==> src/rtl/div_tick_ctrl.sv <==
// rtl/div_tick_ctrl.sv - multi-channel programmable tick (clock-enable) scheduler
// Optional TICK_CLKOUT_EN adds a per-channel square-wave clk_out toggled by each tick.
module div_tick_ctrl #(
    parameter int CH = 4,
    parameter int W  = 16,
    parameter int CW = 2
) (
    input  logic          clk_in,
    input  logic          reset,
    input  logic          cfg_valid,
    output logic          cfg_ready,
    input  logic [CW-1:0] cfg_ch,
    input  logic [W-1:0]  cfg_div,
    input  logic          cfg_run,
    output logic          cfg_err,
    output logic [CH-1:0] tick,
    output logic [CH-1:0] running
`ifdef TICK_CLKOUT_EN
    ,
    output logic [CH-1:0] clk_out
`endif
);

    typedef enum logic {IDLE, APPLY} state_t;

    localparam logic [CW:0] CH_LIM = (CW+1)'(CH);

    state_t        state_q, state_d;
    logic [CW-1:0] ch_q;
    logic [W-1:0]  div_hold_q;
    logic          run_hold_q;
    logic          cfg_err_q;
    logic          accept, apply, req_ok;

    always_comb begin
        state_d   = state_q;
        cfg_ready = 1'b0;
        case (state_q)
            IDLE: begin
                cfg_ready = 1'b1;
                if (cfg_valid) state_d = APPLY;
            end
            APPLY:   state_d = IDLE;
            default: state_d = IDLE;
        endcase
    end

    assign accept = cfg_valid && (state_q == IDLE);
    assign apply  = (state_q == APPLY);
    // A zero divisor is only meaningful for a stop request.
    assign req_ok = ({1'b0, ch_q} < CH_LIM) && !(run_hold_q && (div_hold_q == '0));

    always_ff @(posedge clk_in or posedge reset) begin
        if (reset) begin
            state_q    <= IDLE;
            ch_q       <= '0;
            div_hold_q <= '0;
            run_hold_q <= 1'b0;
            cfg_err_q  <= 1'b0;
        end else begin
            state_q   <= state_d;
            cfg_err_q <= apply && !req_ok;
            if (accept) begin
                ch_q       <= cfg_ch;
                div_hold_q <= cfg_div;
                run_hold_q <= cfg_run;
            end
        end
    end

    assign cfg_err = cfg_err_q;

    for (genvar i = 0; i < CH; i++) begin : g_ch
        logic [W-1:0] div_q, cnt_q;
        logic         tick_q, run_q, sel;

        assign sel = apply && req_ok && (ch_q == CW'(i));

        always_ff @(posedge clk_in or posedge reset) begin
            if (reset) begin
                div_q  <= '0;
                cnt_q  <= '0;
                tick_q <= 1'b0;
                run_q  <= 1'b0;
            end else if (sel) begin
                div_q  <= div_hold_q;
                run_q  <= run_hold_q;
                cnt_q  <= '0;
                tick_q <= 1'b0;
            end else if (run_q) begin
                if (cnt_q == div_q - W'(1)) begin
                    cnt_q  <= '0;
                    tick_q <= 1'b1;
                end else begin
                    cnt_q  <= cnt_q + W'(1);
                    tick_q <= 1'b0;
                end
            end else begin
                cnt_q  <= '0;
                tick_q <= 1'b0;
            end
        end

        assign tick[i]    = tick_q;
        assign running[i] = run_q;

`ifdef TICK_CLKOUT_EN
        logic clk_q;
        always_ff @(posedge clk_in or posedge reset) begin
            if (reset)       clk_q <= 1'b0;
            else if (sel)    clk_q <= 1'b0;
            else if (tick_q) clk_q <= ~clk_q;
        end
        assign clk_out[i] = clk_q;
`endif
    end

endmodule

==> config.mk <==
export PLATFORM = sky130hd
export DESIGN_NAME = div_tick_ctrl
export DESIGN_NICKNAME = d
export VERILOG_FILES = /design/src/rtl/div_tick_ctrl.sv
export SDC_FILE = /design/constraint.sdc
export NUM_CORES = 1
export LEC_CHECK = 0
export CORE_MARGIN = 4
export CORE_UTILIZATION = 50
export CTS_CLUSTER_DIAMETER = 50
export DETAILED_ROUTE_END_ITERATION = 8
export DONT_BUFFER_PORTS = 1
export PLACE_DENSITY_LB_ADDON = 0.08
export SYNTH_ARGS = -nofsm -noshare
export SYNTH_HDL_FRONTEND = slang
export SYNTH_SLANG_ARGS = --single-unit
==> constraint.sdc <==
create_clock -name clk_in -period 13.85 [get_ports clk_in]
set_clock_uncertainty 0.05 [all_clocks]
set_input_delay 2.77 -clock clk_in [delete_from_list [all_inputs] [get_ports clk_in]]
set_output_delay 2.77 -clock clk_in [all_outputs]
set_load 0.05 [all_outputs]
=== Word level (Yosys, flattened, before mapping) ===
Index checks and enable logic that the tools add are counted.

* Flip-flop bits (word level): 157
* Input bits: 22
* Word-level logic and storage cells: 75

* $add $sub $neg: 8
* Equality and inequality tests: 7
* Multiplexer cells: 27
* Bitwise gates (word level): 1
* Reduce and logical (&&, ||, !) cells: 11

{| class="wikitable"
|+ Operators with widths
! kind !! number
|-
| 2-to-1 mux 16 bit || 12
|-
| adder 16 x 1 -> 16 bit (second input constant) || 4
|-
| equality test 16 bit || 4
|-
| subtractor 16 x 1 -> 16 bit (second input constant) || 4
|-
| zero test 16 bit || 1
|-
| 2-to-1 mux 1 bit || 14
|-
| logical AND 1 bit || 8
|-
| equality test 2 bit (second input constant) || 2
|-
| equality test 2 x 1 -> 1 bit (second input constant) || 1
|-
| zero test 2 bit || 1
|-
| case mux 1 bit (2 select lines) || 1
|-
| zero test 1 bit || 1
|-
| NOT 1 bit || 1
|}

=== Logic depth before layout (Yosys ltp) ===
* Depth after elaboration: 6
* Gate-level depth with buffers: 10

=== Least setup slack after synthesis ===
OpenSTA, ideal clock, no wires.

* Path kind: input to register
* From: input port cfg_valid
* To: register div_hold_q[10]
* Setup time: 125 ps
* Arrival time: 3,666 ps
* Path slack: 10,010 ps
* Stages: 3
* Path buffers: 1
* Cell sequence: nor2b_1 -> buf_1 -> mux2_2

* Word-level cells in the longest chain between the ends: 1

{| class="wikitable"
|+ Ends and longest elaborated chain
! what !! RTL line !! text
|-
| from (decl) || 10 || <nowiki>input logic cfg_valid,</nowiki>
|-
| logical AND 1 bit || 48 || <nowiki>assign accept = cfg_valid && (state_q == IDLE);</nowiki>
|-
| to (signal assigned) || 65 || <nowiki>div_hold_q <= cfg_div;</nowiki>
|-
| to (decl) || 30 || <nowiki>logic [W-1:0] div_hold_q;</nowiki>
|}

Every way passes these cells.
A chain may end at the register's enable or synchronous reset.

=== Worst setup path in the final report ===
* From: register state_q, in the netlist apply
* To: output port cfg_ready

* Word-level cells in the longest chain between the ends: 1

{| class="wikitable"
|+ Ends and longest elaborated chain
! what !! RTL line !! text
|-
| from (decl) || 28 || <nowiki>state_t state_q, state_d;</nowiki>
|-
| from (signal assigned) || 61 || <nowiki>state_q <= state_d;</nowiki>
|-
| 2-to-1 mux 1 bit || 38 || <nowiki>case (state_q)</nowiki>
|-
| to (decl) || 11 || <nowiki>output logic cfg_ready,</nowiki>
|}

Every way passes these cells.

==> insert_results.sql <==
INSERT INTO impl_metrics (metric_group, metric, value, unit) VALUES
('logic_synthesis', 'synth_cells', '861', ''),
('floorplan', 'die_x_extent', '142', 'microns'),
('detailed_routing', 'route.final.wire_length', '19.4', 'mm'),
('clock_tree', 'tritoncts', 'yes', ''),
('global_route', 'first_global_vias', '6504', ''),
('worst_hold_path', 'hold_path_depth', '1', ''),
('logic_synthesis', 'ys_flop_type', 'sky130_fd_sc_hd__dfrtp_1', ''),
('setup_path', 'worst-r2r-setup-slack', '10500', 'ps'),
('logic_synthesis', 'synth-seq-cells', '157', ''),
('floorplan', 'die_y', '142', 'microns'),
('detailed_routing', 'drtPass1Iterations', '4', ''),
('clock_tree', 'cts_resized', '0', ''),
('clock_tree', 'clock_sink_count', '157', ''),
('detailed_routing', 'post_drt_wl_per_cell', '17.9', 'microns'),
('setup_path', 'worst_path_dominant_cell_family', 'buffers and inverters', ''),
('logic_synthesis', 'syn-mean-instance-area', '10.4', 'sq um'),
('timing', 'timing.max_slew.rel_slack', '18.0', '%'),
('global_route', 'largest_net_degree_at_the_start_of_global_routing', '81', ''),
('logic_synthesis', 'synth.mux.area_fraction', '10.1', '%'),
('pwr', 'vdd_drop_max', '0.0985', 'mV'),
('finish', 'n_antenna_cell', '0', ''),
('clock_tree', 'cts-buffers-inserted', '17', ''),
('timing', 'max_slew.worst_pin.slew', '1220', 'ps'),
('global_route', 'wire_length_of_the_first_global_routing_pass', '33.3', 'mm'),
('placement', 'dp_hpwl', '13.8', 'mm'),
('finish', 'area_growth', '8.81', '%'),
('placement', 'dpl_worst_slack', '9400', 'ps'),
('logic_synthesis', 'synthesis.nets', '891', ''),
('logic_synthesis', 'synth_simple_gate_area_share', '19.8', '%'),
('setup_path', 'worst-path-buf-inv', '1', ''),
('outcome', 'outcome', 'completed', ''),
('pwr', 'powerDensity', '193', 'nW/um^2'),
('global_route', 'most_used_routing_layer', 'met2', ''),
('timing', 'hold_violations', '0', ''),
('finish', 'drive_above_1_share', '16.4', '%'),
('floorplan', 'core.rowCount', '48', ''),
('logic_synthesis', 'synth-async-reset-ratio', '100', '%'),
('timing', 'postLayoutSetupSlackWorst', '9640', 'ps'),
('clock_tree', 'clk_path_buf_depth', '2', ''),
('logic_synthesis', 'yosysSeqAreaShare', '44.0', '%'),
('logic_synthesis', 'yosys_warnings', '0', ''),
('detailed_routing', 'drc', '0', ''),
('setup_path', 'rr_worst_depth', '8', ''),
('logic_synthesis', 'synth_enable_flop_cells', '0', ''),
('clock_tree', 'cts-htree-levels', '4', ''),
('setup_path', 'r2r_start', 'g_ch[3].div_q[0]', ''),
('global_route', 'grt.met1_usage', '28.7', '%'),
('setup_path', 'cp_slowest_cell', 'sky130_fd_sc_hd__inv_1', ''),
('timing', 'final.period_utilization', '30.4', '%'),
('clock_tree', 'clk_root_buffer_cell', 'sky130_fd_sc_hd__clkbuf_16', ''),
('floorplan', 'initial_utilization', '51.3', '%'),
('logic_synthesis', 'post_synthesis_compound_gate_area_fraction', '8.01', '%'),
('setup_path', 'critical_path_class', 'reg -> out', ''),
('clock_tree', 'hold_buffers', '0', ''),
('finish', 'layout.nets', '873', ''),
('floorplan', 'dieArea', '20100', 'sq um'),
('global_route', 'global_route.usage.met3', '5.33', '%'),
('global_route', 'use_met2', '31.9', '%'),
('worst_hold_path', 'hold_path.startpoint', 'g_ch[2].div_q[15]', ''),
('logic_synthesis', 'yosys.cell_types.count', '70', ''),
('setup_path', 'reg2reg_to', 'g_ch[3].cnt_q[13]', ''),
('setup_path', 'timing.critical_path.to_type', 'output port', ''),
('logic_synthesis', 'synth_xor_xnor_area_share', '13.5', '%'),
('detailed_routing', 'dr.first_iter.drc_count', '332', ''),
('timing', 'final.setup.tns', '0', 'ps'),
('placement', 'globalplace.congestion', '0.848', ''),
('detailed_routing', 'drt-vias-per-instance', '5.96', ''),
('timing', 'final.min_clock_period', '4210', 'ps'),
('setup_path', 'data_arrival_at_the_endpoint_of_the_critical_path', '1390', 'ps'),
('floorplan', 'core_area', '17400', 'sq um'),
('logic_synthesis', 'synth_top_family_by_area', 'simple AND/OR/NAND/NOR gates', '');
cell usage after synthesis, types with 3 or more instances:
cell,n,area [sq um]
sky130_fd_sc_hd__dfrtp_1,157,3930
sky130_fd_sc_hd__xnor2_1,80,701
sky130_fd_sc_hd__mux2_2,78,878
sky130_fd_sc_hd__nor2_1,57,214
sky130_fd_sc_hd__nand2_1,55,206
sky130_fd_sc_hd__xor2_1,55,482
sky130_fd_sc_hd__nand3_1,41,205
sky130_fd_sc_hd__nor3_1,32,160
sky130_fd_sc_hd__a21oi_1,25,125
sky130_fd_sc_hd__nand4_1,24,150
sky130_fd_sc_hd__clkbuf_1,23,86.3
sky130_fd_sc_hd__inv_1,23,86.3
sky130_fd_sc_hd__nor4_1,21,131
sky130_fd_sc_hd__and3_1,16,100
sky130_fd_sc_hd__o21ai_0,14,70.1
sky130_fd_sc_hd__nor2b_1,10,62.6
sky130_fd_sc_hd__or4_1,10,75.1
sky130_fd_sc_hd__buf_4,9,67.6
sky130_fd_sc_hd__ha_1,8,100
sky130_fd_sc_hd__a31oi_1,6,37.5
sky130_fd_sc_hd__and2_1,6,37.5
sky130_fd_sc_hd__and4_1,5,43.8
sky130_fd_sc_hd__buf_6,5,56.3
sky130_fd_sc_hd__nand2b_1,5,31.3
sky130_fd_sc_hd__nor4b_1,5,43.8
sky130_fd_sc_hd__o21bai_1,5,37.5
sky130_fd_sc_hd__o31ai_1,5,37.5
sky130_fd_sc_hd__or2_2,5,31.3
sky130_fd_sc_hd__or3_1,5,31.3
sky130_fd_sc_hd__a211oi_1,4,30.0
sky130_fd_sc_hd__nor4_4,4,85.1
sky130_fd_sc_hd__o2111ai_1,4,35.0
sky130_fd_sc_hd__o31a_1,4,35.0
sky130_fd_sc_hd__a2111oi_0,3,26.3
sky130_fd_sc_hd__buf_2,3,15.0
sky130_fd_sc_hd__nor3b_1,3,22.5
sky130_fd_sc_hd__o211ai_1,3,22.5
sky130_fd_sc_hd__o41ai_1,3,26.3
how the worst max path moves through the flow:
stage,endpoint,slack (ps),startpoint,cells past startpoint
after floorplan,apply,6800,reset,1
after global placement,g_ch[0].tick_q,9500,reset,2
after global routing,g_ch[3].cnt_q[12],9600,reset,2
final,cfg_ready,9640,apply,1
after CTS,cfg_ready,9640,apply,1
after detailed placement,g_ch[3].div_q[2],9400,reset,2
sequential cells by signal (all words and copies together) (netlist names), 2 cells and up:
register / cells
div_hold_q: 16
g_ch.div_q: 64
g_ch.cnt_q: 64
g_ch.tick_q: 4
ch_q: 2
g_ch.run_q: 4
cell type report:
| class | count | area (sq um) |
|---|---|---|
| Multi-Input combinational cell | 639 | 4700 |
| Fill cell | 1515 | 7700 |
| Clock buffer | 18 | 439 |
| Tap cell | 225 | 282 |
| Timing Repair Buffer | 5 | 37.5 |
| Clock inverter | 14 | 238 |
| Inverter | 23 | 91.3 |
| Sequential cell | 157 | 3930 |
logic make-up (layout without fill, tap and decap cells):
family | count (synthesis) | count (layout)
AO/OA/AOI/OAI | 97 | 97
XOR/XNOR | 136 | 136
adder cells (fa/ha/maj) | 8 | 8
buffers and inverters | 65 | 60
flip-flops | 157 | 157
multiplexers | 80 | 80
AND/OR/NAND/NOR | 318 | 318
worst register-to-register path, stage by stage, from the launching register on:
cell and delay [ps]:
sky130_fd_sc_hd__dfrtp_1 430, sky130_fd_sc_hd__inv_1 80, sky130_fd_sc_hd__ha_1 310, sky130_fd_sc_hd__or3b_1 420, sky130_fd_sc_hd__or4b_1 510, sky130_fd_sc_hd__nand3_1 110
sky130_fd_sc_hd__or4b_4 480, sky130_fd_sc_hd__o41ai_4 680, sky130_fd_sc_hd__nor2_1 120
through the flow:
stage | cell area [sq um] | total power, W | std cells | hold slack, ps | util (%)
after global placement | 9040 | 0.00132 | 1049 | 462 | 51.9
after global routing | 9720 | 0.00201 | 1081 | 495 | 55.8
final | 9720 | 0.00188 | 1081 | 476 | 55.8
after floorplan | 8930 | 0.00122 | 861 | 428 | -
after CTS | 9720 | 0.00189 | 1081 | 480 | 55.8
after detailed placement | 9040 | 0.00135 | 1049 | 466 | 51.9
report_power, final:
group          switching, W  leakage [nW]  internal (W)
Combinational      0.000285          1.59      0.000279
Sequential         0.000210          2.01      0.000569
Clock              0.000192         0.331      0.000344
Total              0.000686          3.94       0.00119
per-layer routing:
metal | up-vias | part of all wire (%)
met5 | - | 0
met4 | 0 | 1.2
met3 | 21 | 4.3
met2 | 119 | 47
met1 | 3251 | 47
li1 | 3054 | -
placed cells by master (no fill, tap or decap), types with 3 or more instances in the layout:
cell type                   instances
sky130_fd_sc_hd__a21oi_1           25
sky130_fd_sc_hd__nor4_4             4
sky130_fd_sc_hd__o2111ai_1          4
sky130_fd_sc_hd__nor3_1            32
sky130_fd_sc_hd__and2_1             6
sky130_fd_sc_hd__or4_1             10
sky130_fd_sc_hd__nor4_1            21
sky130_fd_sc_hd__a211oi_1           4
sky130_fd_sc_hd__a31oi_1            6
sky130_fd_sc_hd__inv_1             22
sky130_fd_sc_hd__nor4b_1            5
sky130_fd_sc_hd__o211ai_1           3
sky130_fd_sc_hd__inv_6              3
sky130_fd_sc_hd__ha_1               8
sky130_fd_sc_hd__xnor2_1           80
sky130_fd_sc_hd__bufinv_16          6
sky130_fd_sc_hd__dfrtp_1          157
sky130_fd_sc_hd__o31ai_1            4
sky130_fd_sc_hd__clkinv_2           3
sky130_fd_sc_hd__buf_4              5
sky130_fd_sc_hd__or3_1              5
sky130_fd_sc_hd__or2_2              5
sky130_fd_sc_hd__and4_1             5
sky130_fd_sc_hd__o31a_1             4
sky130_fd_sc_hd__mux2_2            78
sky130_fd_sc_hd__nand2_1           55
sky130_fd_sc_hd__nand2b_1           5
sky130_fd_sc_hd__nor2_1            57
sky130_fd_sc_hd__nand4_1           24
sky130_fd_sc_hd__nand3_1           41
sky130_fd_sc_hd__nor2b_1            9
sky130_fd_sc_hd__xor2_1            55
sky130_fd_sc_hd__and3_1            16
sky130_fd_sc_hd__o21bai_1           5
sky130_fd_sc_hd__o21ai_0           14
sky130_fd_sc_hd__o41ai_1            3
sky130_fd_sc_hd__nor3b_1            3
sky130_fd_sc_hd__clkbuf_16         17
Power figures use the tool's default switching activity.
